## src/rtl/sdram_port_arbiter_if.sv

```systemverilog
// Bus bundle between the two Avalon-MM requesters, the port arbiter and the SDRAM controller slave.
// slave = arbiter view, master = environment (requesters + controller) view.
interface sdram_port_arbiter_if #(
  parameter int ADDR_W = 24,
  parameter int DATA_W = 16
);
  localparam int BE_W = DATA_W / 8;

  // requester side
  logic [2*ADDR_W-1:0] req_address;
  logic [1:0]          req_read;
  logic [1:0]          req_write;
  logic [2*DATA_W-1:0] req_writedata;
  logic [2*BE_W-1:0]   req_byteenable;
  logic [1:0]          req_waitrequest;
  logic [DATA_W-1:0]   req_readdata;
  logic [1:0]          req_readdatavalid;

  // controller side
  logic [ADDR_W-1:0]   sdram_address;
  logic                sdram_read;
  logic                sdram_write;
  logic [DATA_W-1:0]   sdram_writedata;
  logic [BE_W-1:0]     sdram_byteenable;
  logic                sdram_waitrequest;
  logic [DATA_W-1:0]   sdram_readdata;
  logic                sdram_readdatavalid;

  modport slave (
    input  req_address, req_read, req_write, req_writedata, req_byteenable,
    input  sdram_waitrequest, sdram_readdata, sdram_readdatavalid,
    output req_waitrequest, req_readdata, req_readdatavalid,
    output sdram_address, sdram_read, sdram_write, sdram_writedata, sdram_byteenable
  );

  modport master (
    output req_address, req_read, req_write, req_writedata, req_byteenable,
    output sdram_waitrequest, sdram_readdata, sdram_readdatavalid,
    input  req_waitrequest, req_readdata, req_readdatavalid,
    input  sdram_address, sdram_read, sdram_write, sdram_writedata, sdram_byteenable
  );
endinterface

```

## src/rtl/sdram_port_arbiter.sv

```systemverilog
// Two-requester Avalon-MM arbiter for the SDRAM controller slave, with a read-ID FIFO steering returns.
// Define ARB_FIXED_PRIO_EN for fixed priority (requester 0 wins ties); default is round-robin.
module sdram_port_arbiter #(
  parameter int ADDR_W   = 24,
  parameter int DATA_W   = 16,
  parameter int MAX_PEND = 8
) (
  input  logic                  clk_clk,
  input  logic                  reset_reset,
  sdram_port_arbiter_if.slave   bus,
  output logic                  grant_id
);
  localparam int BE_W = DATA_W / 8;
  localparam int PW   = $clog2(MAX_PEND);
  localparam int CW   = PW + 1;

  typedef enum logic {
    IDLE,
    GRANT
  } state_t;

  state_t          state_q, state_d;
  logic            grant_q, grant_d;
  logic [PW-1:0]   wr_ptr_q, rd_ptr_q;
  logic [CW-1:0]   count_q, count_d;
  logic            id_mem_q [MAX_PEND];

  logic [1:0]      active;
  logic            winner;
  logic            fifo_empty, fifo_full;
  logic            fifo_push, fifo_pop;
  logic            head_id;
  logic            g_rd, g_wr;
  logic            rd_block;
  logic            accept;
  logic            sd_read, sd_write;
  logic [1:0]      wait_o;

  assign active     = bus.req_read | bus.req_write;
  assign fifo_empty = (count_q == '0);
  assign fifo_full  = (count_q == CW'(MAX_PEND));
  assign fifo_pop   = bus.sdram_readdatavalid & ~fifo_empty;
  assign head_id    = id_mem_q[rd_ptr_q];

  // When only one requester is active, ~active[0] picks the active one.
  always_comb begin
`ifdef ARB_FIXED_PRIO_EN
    winner = ~active[0];
`else
    if (&active) winner = ~grant_q;
    else         winner = ~active[0];
`endif
  end

  always_comb begin
    state_d  = state_q;
    grant_d  = grant_q;
    g_rd     = 1'b0;
    g_wr     = 1'b0;
    rd_block = 1'b0;
    accept   = 1'b0;
    sd_read  = 1'b0;
    sd_write = 1'b0;
    wait_o   = 2'b11;
    case (state_q)
      IDLE: begin
        if (|active) begin
          grant_d = winner;
          state_d = GRANT;
        end
      end
      GRANT: begin
        // Write wins if a requester illegally raises both strobes.
        g_wr     = bus.req_write[grant_q];
        g_rd     = bus.req_read[grant_q] & ~g_wr;
        rd_block = fifo_full & g_rd & ~fifo_pop;
        sd_read  = g_rd & ~rd_block;
        sd_write = g_wr;
        wait_o[grant_q] = bus.sdram_waitrequest | rd_block;
        accept   = (sd_read | sd_write) & ~bus.sdram_waitrequest;
        if (accept || !active[grant_q]) state_d = IDLE;
      end
      default: state_d = IDLE;
    endcase
  end

  assign fifo_push = accept & sd_read;
  assign count_d   = count_q + CW'(fifo_push) - CW'(fifo_pop);

  always_ff @(posedge clk_clk) begin
    if (reset_reset) begin
      state_q  <= IDLE;
      grant_q  <= 1'b1;
      wr_ptr_q <= '0;
      rd_ptr_q <= '0;
      count_q  <= '0;
    end else begin
      state_q  <= state_d;
      grant_q  <= grant_d;
      count_q  <= count_d;
      if (fifo_push) wr_ptr_q <= wr_ptr_q + PW'(1);
      if (fifo_pop)  rd_ptr_q <= rd_ptr_q + PW'(1);
    end
  end

  // Storage needs no reset: only entries between the pointers are ever read.
  always_ff @(posedge clk_clk) begin
    if (fifo_push) id_mem_q[wr_ptr_q] <= grant_q;
  end

  assign bus.sdram_address     = bus.req_address[int'(grant_q)*ADDR_W +: ADDR_W];
  assign bus.sdram_writedata   = bus.req_writedata[int'(grant_q)*DATA_W +: DATA_W];
  assign bus.sdram_byteenable  = bus.req_byteenable[int'(grant_q)*BE_W +: BE_W];
  assign bus.sdram_read        = sd_read;
  assign bus.sdram_write       = sd_write;
  assign bus.req_waitrequest   = wait_o;
  assign bus.req_readdata      = bus.sdram_readdata;
  assign bus.req_readdatavalid = fifo_pop ? (head_id ? 2'b10 : 2'b01) : 2'b00;
  assign grant_id              = grant_q;
endmodule

```

## src/flat_wrapper.sv

```systemverilog
// flat-port wrapper written by rule: the top's interface ports become plain ports
module sdram_port_arbiter_flat 
#(
  parameter int ADDR_W   = 24,
  parameter int DATA_W   = 16,
  parameter int MAX_PEND = 8
)
  (clk_clk, reset_reset, grant_id, bus_req_address, bus_req_read, bus_req_write, bus_req_writedata, bus_req_byteenable, bus_sdram_waitrequest, bus_sdram_readdata, bus_sdram_readdatavalid, bus_req_waitrequest, bus_req_readdata, bus_req_readdatavalid, bus_sdram_address, bus_sdram_read, bus_sdram_write, bus_sdram_writedata, bus_sdram_byteenable);
  sdram_port_arbiter_if #(.ADDR_W(ADDR_W), .DATA_W(DATA_W)) bus_i ();
  input  logic clk_clk;
  input  logic reset_reset;
  output logic grant_id;
  input wire logic [$bits(bus_i.req_address)-1:0] bus_req_address;
  input wire logic [$bits(bus_i.req_read)-1:0] bus_req_read;
  input wire logic [$bits(bus_i.req_write)-1:0] bus_req_write;
  input wire logic [$bits(bus_i.req_writedata)-1:0] bus_req_writedata;
  input wire logic [$bits(bus_i.req_byteenable)-1:0] bus_req_byteenable;
  input wire logic [$bits(bus_i.sdram_waitrequest)-1:0] bus_sdram_waitrequest;
  input wire logic [$bits(bus_i.sdram_readdata)-1:0] bus_sdram_readdata;
  input wire logic [$bits(bus_i.sdram_readdatavalid)-1:0] bus_sdram_readdatavalid;
  output wire logic [$bits(bus_i.req_waitrequest)-1:0] bus_req_waitrequest;
  output wire logic [$bits(bus_i.req_readdata)-1:0] bus_req_readdata;
  output wire logic [$bits(bus_i.req_readdatavalid)-1:0] bus_req_readdatavalid;
  output wire logic [$bits(bus_i.sdram_address)-1:0] bus_sdram_address;
  output wire logic [$bits(bus_i.sdram_read)-1:0] bus_sdram_read;
  output wire logic [$bits(bus_i.sdram_write)-1:0] bus_sdram_write;
  output wire logic [$bits(bus_i.sdram_writedata)-1:0] bus_sdram_writedata;
  output wire logic [$bits(bus_i.sdram_byteenable)-1:0] bus_sdram_byteenable;
  assign bus_i.req_address = bus_req_address;
  assign bus_i.req_read = bus_req_read;
  assign bus_i.req_write = bus_req_write;
  assign bus_i.req_writedata = bus_req_writedata;
  assign bus_i.req_byteenable = bus_req_byteenable;
  assign bus_i.sdram_waitrequest = bus_sdram_waitrequest;
  assign bus_i.sdram_readdata = bus_sdram_readdata;
  assign bus_i.sdram_readdatavalid = bus_sdram_readdatavalid;
  assign bus_req_waitrequest = bus_i.req_waitrequest;
  assign bus_req_readdata = bus_i.req_readdata;
  assign bus_req_readdatavalid = bus_i.req_readdatavalid;
  assign bus_sdram_address = bus_i.sdram_address;
  assign bus_sdram_read = bus_i.sdram_read;
  assign bus_sdram_write = bus_i.sdram_write;
  assign bus_sdram_writedata = bus_i.sdram_writedata;
  assign bus_sdram_byteenable = bus_i.sdram_byteenable;
  sdram_port_arbiter #(.ADDR_W(ADDR_W), .DATA_W(DATA_W), .MAX_PEND(MAX_PEND)) u_core (.clk_clk(clk_clk), .reset_reset(reset_reset), .bus(bus_i), .grant_id(grant_id));
endmodule
```

## config.mk

```make
export PLATFORM = sky130hd
export DESIGN_NAME = sdram_port_arbiter_flat
export DESIGN_NICKNAME = d
export VERILOG_FILES = /design/src/rtl/sdram_port_arbiter_if.sv /design/src/rtl/sdram_port_arbiter.sv /design/src/flat_wrapper.sv
export SDC_FILE = /design/constraint.sdc
export NUM_CORES = 1
export LEC_CHECK = 0
export CORE_MARGIN = 8
export CORE_UTILIZATION = 30
export DETAILED_ROUTE_END_ITERATION = 7
export GPL_ROUTABILITY_DRIVEN = 0
export PLACE_DENSITY = 0.81
export SLEW_MARGIN = 25
export SYNTH_ARGS = -nofsm -noshare
export SYNTH_HDL_FRONTEND = slang
export SYNTH_SLANG_ARGS = --single-unit
```

## constraint.sdc

```tcl
create_clock -name clk_clk -period 3.1 [get_ports clk_clk]
set_clock_uncertainty 0.05 [all_clocks]
set_input_delay 0.31 -clock clk_clk [delete_from_list [all_inputs] [get_ports clk_clk]]
set_output_delay 0.31 -clock clk_clk [all_outputs]
set_load 0.05 [all_outputs]
```

Yosys cells after proc, flatten, opt, wreduce, memory -nomap -nowiden
Memories as Yosys holds them, arrays and structs flattened. A register that Yosys moved wholly into a read port is not among the register bits.
Cells that the tools add are included.
Widths: inputs -> output; s select.
- register bits after elaboration: 12
- bits in writable memories: 8
- input bits: 108
- output and inout bits: 65
- word-level logic and storage cells: 66
- memories: 1
- $add $sub $neg: 4
- $mul: 1
- order comparisons: 2
- equal/unequal tests: 1
- shift operators: 3
- multiplexer cells: 22
- bitwise logic cells: 20
- reductions and logical operators: 7
- memory list (name ; words ; bits a word ; rd ports ; clocked after memory_dff ; write ports ; line ; source):
    u_core.id_mem_q ; 8 ; 1 ; 1 ; 1 ; 1 ; sdram_port_arbiter.sv:26 ; logic id_mem_q [MAX_PEND];
- operators by type and width (operator ; number):
    $shiftx 48x32->24 ; 1
    $shiftx 32x6->16 ; 1
    $mux 1 ; 15
    $not 1->1 ; 8
    $and 1x1->1 ; 7
    $add 3x1->3 const B ; 2
    $mux 2 ; 3
    $mux 3 ; 2
    $add 4x1->4 ; 1
    $eq 4x4->1 const B ; 1
    $logic_not 4->1 ; 1
    $or 2x2->2 ; 2
    $reduce_and 2->1 ; 2
    $shiftx 4x3->2 ; 1
    $sub 4x1->4 ; 1
    $mul 1x2->3 const B ; 1
    $lt 1x2->1 const B ; 1
    $not 2->2 ; 1
    $or 1x1->1 ; 2
    $pmux 1 s2 ; 1
    $reduce_or 2->1 ; 1
    $demux 1 s1 ; 1
    $ge 1x1->1 const B ; 1
    $logic_and 1x1->1 ; 1
    2 further kinds ; 2

Depth between registers and ports, before layout
Gate-level depths: netlist of the first run.
- depth in word-level cells: 14
- mapped depth: 12
- depth with buffers taken out: 12

Least setup slack after synthesis of the first run
No wires, ideal clock.
- path type: reg2reg
- start point: register u_core.grant_q (netlist: u_core.grant_id)
- end point: register u_core.count_q[1]
- library setup time: 0.128 ns
- data arrival time: 2.348 ns
- data required time: 2.922 ns
- path slack: 0.574 ns
- stages on the path, launching flop included: 7
- path buffers: 1
- period minus slack after synthesis: 2.526 ns
- path through: dfxtp_1 -> buf_2 -> or3b_4 -> a221oi_4 -> ha_1 -> fa_1 -> nor2b_1
- cells in the longest elaborated chain, start to end: 14
- elaborated cells between the ends (all ways): 17
- those cells by class: 2 x add/sub; 6 x mux; 9 x bitwise
- ends and longest elaborated chain (element ; line ; source):
    start, declared ; sdram_port_arbiter.sv:23 ; logic grant_q, grant_d;
    start signal, assigned ; sdram_port_arbiter.sv:99 ; grant_q <= grant_d;
    $mux 1 (implied by the code) (2 in a row) ; sdram_port_arbiter.sv:74 ; g_wr = bus.req_write[grant_q];
    $not 1->1 ; sdram_port_arbiter.sv:75 ; g_rd = bus.req_read[grant_q] & ~g_wr;
    $and 1x1->1 ; sdram_port_arbiter.sv:75 ;
    $and 1x1->1 (2 in a row) ; sdram_port_arbiter.sv:76 ; rd_block = fifo_full & g_rd & ~fifo_pop;
    $not 1->1 ; sdram_port_arbiter.sv:77 ; sd_read = g_rd & ~rd_block;
    $and 1x1->1 ; sdram_port_arbiter.sv:77 ;
    $or 1x1->1 ; sdram_port_arbiter.sv:80 ; accept = (sd_read | sd_write) & ~bus.sdram_waitrequest;
    $and 1x1->1 ; sdram_port_arbiter.sv:80 ;
    $mux 1 ; sdram_port_arbiter.sv:65 ; case (state_q)
    $and 1x1->1 * ; sdram_port_arbiter.sv:87 ; assign fifo_push = accept & sd_read;
    via u_core.fifo_push ; sdram_port_arbiter.sv:31 ; logic fifo_push, fifo_pop;
    $add 4x1->4 * ; sdram_port_arbiter.sv:88 ; assign count_d = count_q + CW'(fifo_push) - CW'(fifo_pop);
    $sub 4x1->4 * ; sdram_port_arbiter.sv:88 ;
    via u_core.count_d[1] ; sdram_port_arbiter.sv:25 ; logic [CW-1:0] count_q, count_d;
    end signal, assigned ; sdram_port_arbiter.sv:100 ; count_q <= count_d;
    end, declared ; sdram_port_arbiter.sv:25 ;
Mark *: on every way through the listed nets, which the timed path passes. The rest lies on a longest branch. The select of a mux whose other input is x is not followed.
A chain may end at the register's enable or synchronous reset.

Worst setup path after layout of the first run
- start point: register u_core.count_q[2]
- end point: output port bus_req_waitrequest[0]
- cells in the longest elaborated chain, start to end: 8
- elaborated cells between the ends (all ways): 10
- those cells by class: 1 x eq/ne; 1 x mux; 7 x bitwise; 1 x reduce/logical
- ends and longest elaborated chain (element ; line ; source):
    $logic_not 4->1 ; sdram_port_arbiter.sv:40 ; assign fifo_empty = (count_q == '0);
    $not 1->1 ; sdram_port_arbiter.sv:42 ; assign fifo_pop = bus.sdram_readdatavalid & ~fifo_empty;
    $and 1x1->1 ; sdram_port_arbiter.sv:42 ;
    $not 1->1 ; sdram_port_arbiter.sv:76 ;
    $and 1x1->1 * ; sdram_port_arbiter.sv:76 ;
    $or 1x1->1 * ; sdram_port_arbiter.sv:79 ; wait_o[grant_q] = bus.sdram_waitrequest | rd_block;
    $or 2x2->2 (no source line) * ; - ;
    $mux 2 * ; sdram_port_arbiter.sv:65 ;
    end, declared ; flat_wrapper.sv:21 ; output wire logic [$bits(bus_i.req_waitrequest)-1:0] bus_req_waitrequest;
Mark *: on every way between the ends. The rest lies on a longest branch, timed or not.

==> results of run 1 <==
[report_power, final]
part           switching [uW]  internal (uW)  leakage [uW]  total (uW)
Combinational             533            457       0.00100         989
Sequential               46.6            364      0.000194         411
Clock                    98.2           89.8     0.0000255         188
Total                     677            911       0.00122        1590
[kinds of logic after synthesis]
family | synth area share, %
adders and majority gates | 6.72
muxes | 31.2
and+or+nand+nor | 11.6
buffers and inverters | 10.5
AOI/OAI and AO/OA | 7.77
xor gates and xnor gates | 1.96
DFF | 30.2
[cell type report]
cell class              instances  area [sq um]
inverters                      10          37.5
fillers                       507          2640
clock buffers                   3          41.3
multi-input cells             118          1060
clock inverters                 1          5.00
well taps                      75          93.8
flip-flops and latches         23           542
repair buffers                142          1430
[cell usage in the layout (no fill, tap or decap)]
master / count
nand3b_1: 1
mux4_2: 2
a21oi_1: 4
o311a_1: 1
mux2i_1: 4
a221oi_4: 1
clkinv_2: 1
buf_4: 1
a31oi_1: 1
or3b_4: 1
nand2_1: 3
nor2_1: 17
edfxtp_1: 8
ha_1: 8
clkbuf_8: 3
a22oi_1: 1
dfxtp_2: 1
buf_12: 1
mux2_2: 42
inv_1: 10
fa_1: 1
a21o_1: 1
nor2b_1: 6
xor2_1: 2
dfxtp_1: 14
nand2_2: 1
clkdlybuf4s50_1: 140
nor3_1: 2
a211o_1: 2
a31o_1: 1
o311ai_0: 2
o31ai_1: 1
nand2b_2: 1
o21ai_0: 2
nand2b_1: 5
nor3b_1: 1
and2_1: 2
xnor2_1: 2
[metrics by stage]
step                cell area [sq um]  hold slack (ns)  util, %  power (uW)  setup WS [ns]
floorplan                        1790            0.383        -        1110          0.574
global placement                 3160            0.457     54.0        1380          0.378
finish                           3210            0.474     54.8        1590          0.253
global route                     3210            0.508     54.8        1690          0.121
detailed placement               3160            0.462     54.0        1410          0.360
CTS                              3210            0.477     54.8        1600          0.236
[path summary, 6_finish.rpt]
kind | endpoint | startpoint
worst max-delay path | bus_req_waitrequest[0] | u_core.count_q[2]$_SDFF_PP0_
worst min register to register | u_core.wr_ptr_q[0]$_SDFFE_PP0P_ | u_core.wr_ptr_q[0]$_SDFFE_PP0P_
worst max register to register | u_core.count_q[2]$_SDFF_PP0_ | u_core.count_q[2]$_SDFF_PP0_
worst min-delay path | u_core.wr_ptr_q[0]$_SDFFE_PP0P_ | u_core.wr_ptr_q[0]$_SDFFE_PP0P_
[worst register-to-register path, stage by stage (launching register included)]
cell     delay [ns]
dfxtp_1        0.30
inv_1          0.09
ha_1           0.18
inv_1          0.05
o31ai_1        0.20
buf_4          0.18
inv_1          0.05
ha_1           0.27
inv_1          0.04
ha_1           0.20
fa_1           0.38
xnor2_1        0.16
nor2_1         0.06
[metal layers]
| layer | up-vias | share of wire, % | global-route usage (%) |
|---|---|---|---|
| met1 | 793 | 32 | 12.8 |
| met3 | 12 | 12 | 8.33 |
| met4 | 0 | 3.6 | 5.64 |
| met2 | 98 | 52 | 25.4 |
| li1 | 845 | - | - |
| met5 | - | 0 | 0 |
==> run metrics, run 1 <==
Crit path buffers/inverters=2; I/O pin cnt=173; H-Tree Depth=1; Detailed Route WL=6290 um; sequential-to-total area share from yosys stat=30.2%; # setup viols final=0; CTS Buf Count=3; LEAKAGE=0.00122 uW; Final Hold Vio Count=0; Post-synth EDFFs=8; CTS max path bufs=2; status=complete, no violations; drt drc=0; total of max-cap violations=0; largest net degree at the start of global routing=53; Placed Cells=368; antenna cells=0; largest area contributor in the netlist=mux2_2; fin cells=372; hold buffers post-CTS=0; CTS clk-pin slew, worst paths=0.08 ns; ys async rst share=0%; most common cell in the netlist=mux2_2; Power Dens Cells=495 nW/um^2; Yosys top cell area share=26.5%; worst skew pair latency=0.26 ns; Slew Limit Fails=0; syn_nets=291; post-DR wirelength/cell=16.9 um; Hold WC Path Type=reg2reg; Tcrit/Tclk final=91.8%; Synth area leaders=mux2_2, dfxtp_1, edfxtp_1; nature of the critical path endpoint=output pin; synth warn=0; Total GRT Usage=14.2%; ys flop type=dfxtp_1; FF-to-FF setup slack=0.77 ns; syn_area_per_cell=10.3 sq um; CP Class=reg2out; HPWL after detailed placement=5540 um; CP max stage cell=clkdlybuf4s50_1; starting density of the core=30.6%; area grow syn2layout=79.4%; synthesized instance count=174; Cell variety after synth=35; Nets=415; clk sinks=23; crit-path max FO=3; Mapped Area=1790 sq um; Max VDD drop=0.445 mV; setup tns final=0 ns; RSZ-0062 raised after global routing=no; Crit path max-delay family=buffers and inverters; FMAX=0.351 GHz; first-pass GRT wire length=9840 um; Worst-Margin Slew=0.586 ns; CTS root buffer=clkbuf_8; r2r worst-path depth=12; startpoint class of the critical path=flop; Tmin final=2.85 ns; Crit path largest cell delay=0.80 ns; Die Ht=93.2 um; drt pass-1 iters=4; post-DR vias/cell=4.70; Crit path depth=6; DR vias=1748; post-synthesis register bit count=23; vias in the first global route=1991; initial antenna violation count=0; Die X=93.2 um; die area=8690 sq um; buffers added on ports=140; ANT nets after route=0; Post-CTS Repair Setup Buffers=0; crit-path cells=inv_1 -> ha_1 -> nor3b_1 -> and2_1 -> a211o_1 -> clkdlybuf4s50_1; core box area=5850 sq um; Data arrival, critical path=2.49 ns; Worst Hold Depth=2; row count=28; grt total ovfl=0; CTS tree=done; drt first-iter violations=57; post-CTS sizing=0; commonest cells in the netlist=mux2_2, nor2_1, buf_4, dfxtp_1, inv_1; layout cells sized above 1=18.5%; max_slew headroom=60.8%; required time of the critical path=2.74 ns
No activity file was read; power rests on OpenSTA's default activity.
==> run 2: changes to the inputs <==
--- a/config.mk
+++ b/config.mk
@@ -5,6 +5,7 @@
 export SDC_FILE = /design/constraint.sdc
 export NUM_CORES = 1
 export LEC_CHECK = 0
+export CORE_ASPECT_RATIO = 1.5
 export CORE_MARGIN = 8
 export CORE_UTILIZATION = 30
 export DETAILED_ROUTE_END_ITERATION = 7
==> run 2 against run 1 <==
  * Total power up 0.36%
  * Highest routed layer unchanged
  * Clock-buffer cell count unchanged
  * Critical path depth decreased by 2
  * Worst setup slack gained 0.18 ns
  * Sequential share of layout area about the same
  * Sequential power is 1% lower
  * Global-route usage increased by 0.99 points
  * Clock power is essentially flat
==> run metrics, run 2 (synthesized netlist as in run 1, its figures left out) <==
I/O pin cnt=173 (unchanged); Tmin final=2.67 ns (-0.182 ns); CTS max path bufs=2 (unchanged); Nets=417 (+0.48%); first-pass GRT wire length=10600 um (+7.6%); setup tns final=0 ns (unchanged); antenna cells=0 (unchanged); status=complete, no violations; crit-path max FO=2 (-1); buffers added on ports=140 (unchanged); Final Hold Vio Count=0 (unchanged); hold_sp=u_core.wr_ptr_q[0]$_SDFFE_PP0P_; ANT nets after route=0 (unchanged); Placed Cells=367 (-0.27%); row count=34 (+21%); grt total ovfl=0 (unchanged); RR Startpoint=u_core.count_q[2]$_SDFF_PP0_; hold buffers post-CTS=0 (unchanged); post-DR wirelength/cell=18.2 um (+7.5%); drt drc=0 (unchanged); Power Dens Cells=497 nW/um^2 (+0.48%); CTS Buf Count=3 (unchanged); startpoint class of the critical path=flop; Detailed Route WL=6750 um (+7.2%); Worst-Margin Slew=0.596 ns (+0.00928 ns); HPWL after detailed placement=5790 um (+4.5%); vias in the first global route=2025 (+1.7%); CTS clk-pin slew, worst paths=0.08 ns (about the same); most common cell after layout, fill and taps aside=clkdlybuf4s50_1; Slew Limit Fails=0 (unchanged); # setup viols final=0 (unchanged); commonest non-fill, non-tap cells in the layout=clkdlybuf4s50_1, mux2_2, nor2_1, dfxtp_1, inv_1; H-Tree Depth=1 (unchanged); FMAX=0.375 GHz (+6.8%); LEAKAGE=0.00123 uW (+0.50%); die area=8740 sq um (+0.59%); Die Ht=111 um (+19%); Post-CTS Repair Setup Buffers=0 (unchanged); layout cells sized above 1=19.4% (+0.88 points); worst skew pair latency=0.27 ns (about the same); drt first-iter violations=106 (+86%); post-DR vias/cell=4.80 (+2.1%); CTS root buffer=clkbuf_8; CTS tree=done; max_slew headroom=60.2% (-0.66 points); starting density of the core=30.9% (+0.34 points); RSZ-0062 raised after global routing=no; total of max-cap violations=0 (unchanged); Hold WC Path Type=reg2reg; clk sinks=23 (unchanged); initial antenna violation count=0 (unchanged); DR vias=1780 (+1.8%); fin cells=371 (-0.27%); core box area=5790 sq um (-1.1%); Total GRT Usage=15.2% (+0.99 points); largest net degree at the start of global routing=30 (-43%); drt pass-1 iters=5 (+1); total power=1590 uW (+0.36%); nature of the critical path endpoint=output pin; area grow syn2layout=79.2%; Max VDD drop=0.194 mV (-56%); Tcrit/Tclk final=86.0% (-5.9 points); CP Class=reg2out; post-CTS sizing=0 (unchanged); Die X=79.0 um (-15%); required time of the critical path=2.74 ns (about the same); Data arrival, critical path=2.31 ns (-0.18 ns)
run 2: area by class of cell:
cell class              instances  area [sq um]
fillers                       524          2580
repair buffers                144          1430
multi-input cells             118          1060
flip-flops and latches         23           542
well taps                      72          90.1
clock buffers                   3          41.3
inverters                      10          37.5
clock inverters                 1          5.00
run 2: worst max-delay path: stages, from the launching register on:
cell and delay [ns]:
dfxtp_1 0.38, mux4_2 0.51, mux2i_1 0.18, nor2b_1 0.16, clkdlybuf4s50_1 0.81
run 2: path summary, 6_finish.rpt:
kind	to	slack, ns	cells past startpoint
setup / recovery	bus_req_readdatavalid[0]	0.43	4
hold / removal	u_core.wr_ptr_q[0]$_SDFFE_PP0P_	0.49	2
setup reg to reg	u_core.count_q[2]$_SDFF_PP0_	0.80	12
hold reg to reg	u_core.wr_ptr_q[0]$_SDFFE_PP0P_	0.49	2
run 2: per-stage QoR:
stage,hold WS [ns],instance area (sq um),utilization (%),setup WS [ns]
final,0.488,3200,55.4,0.435
after global routing,0.503,3200,55.4,0.332
after CTS,0.475,3200,55.4,0.412
after detailed placement,0.457,3160,54.6,0.444
after global placement,0.452,3160,54.6,0.483
after floorplan,0.383,1790,-,0.574
run 2: per-layer routing:
layer	track usage, %	vias up	wire length (um)
met2	25.2	112	3190
li1	-	845	-
met3	8.60	8	1030
met5	0	-	0
met1	16.2	815	2480
met4	3.23	0	44
run 2: power breakdown:
part / switching [uW] / internal, uW / leakage [uW]
registers: 40.7 / 364 / 0.000194
logic: 542 / 460 / 0.00101
clock network: 97.1 / 89.8 / 0.0000255
total: 680 / 914 / 0.00123
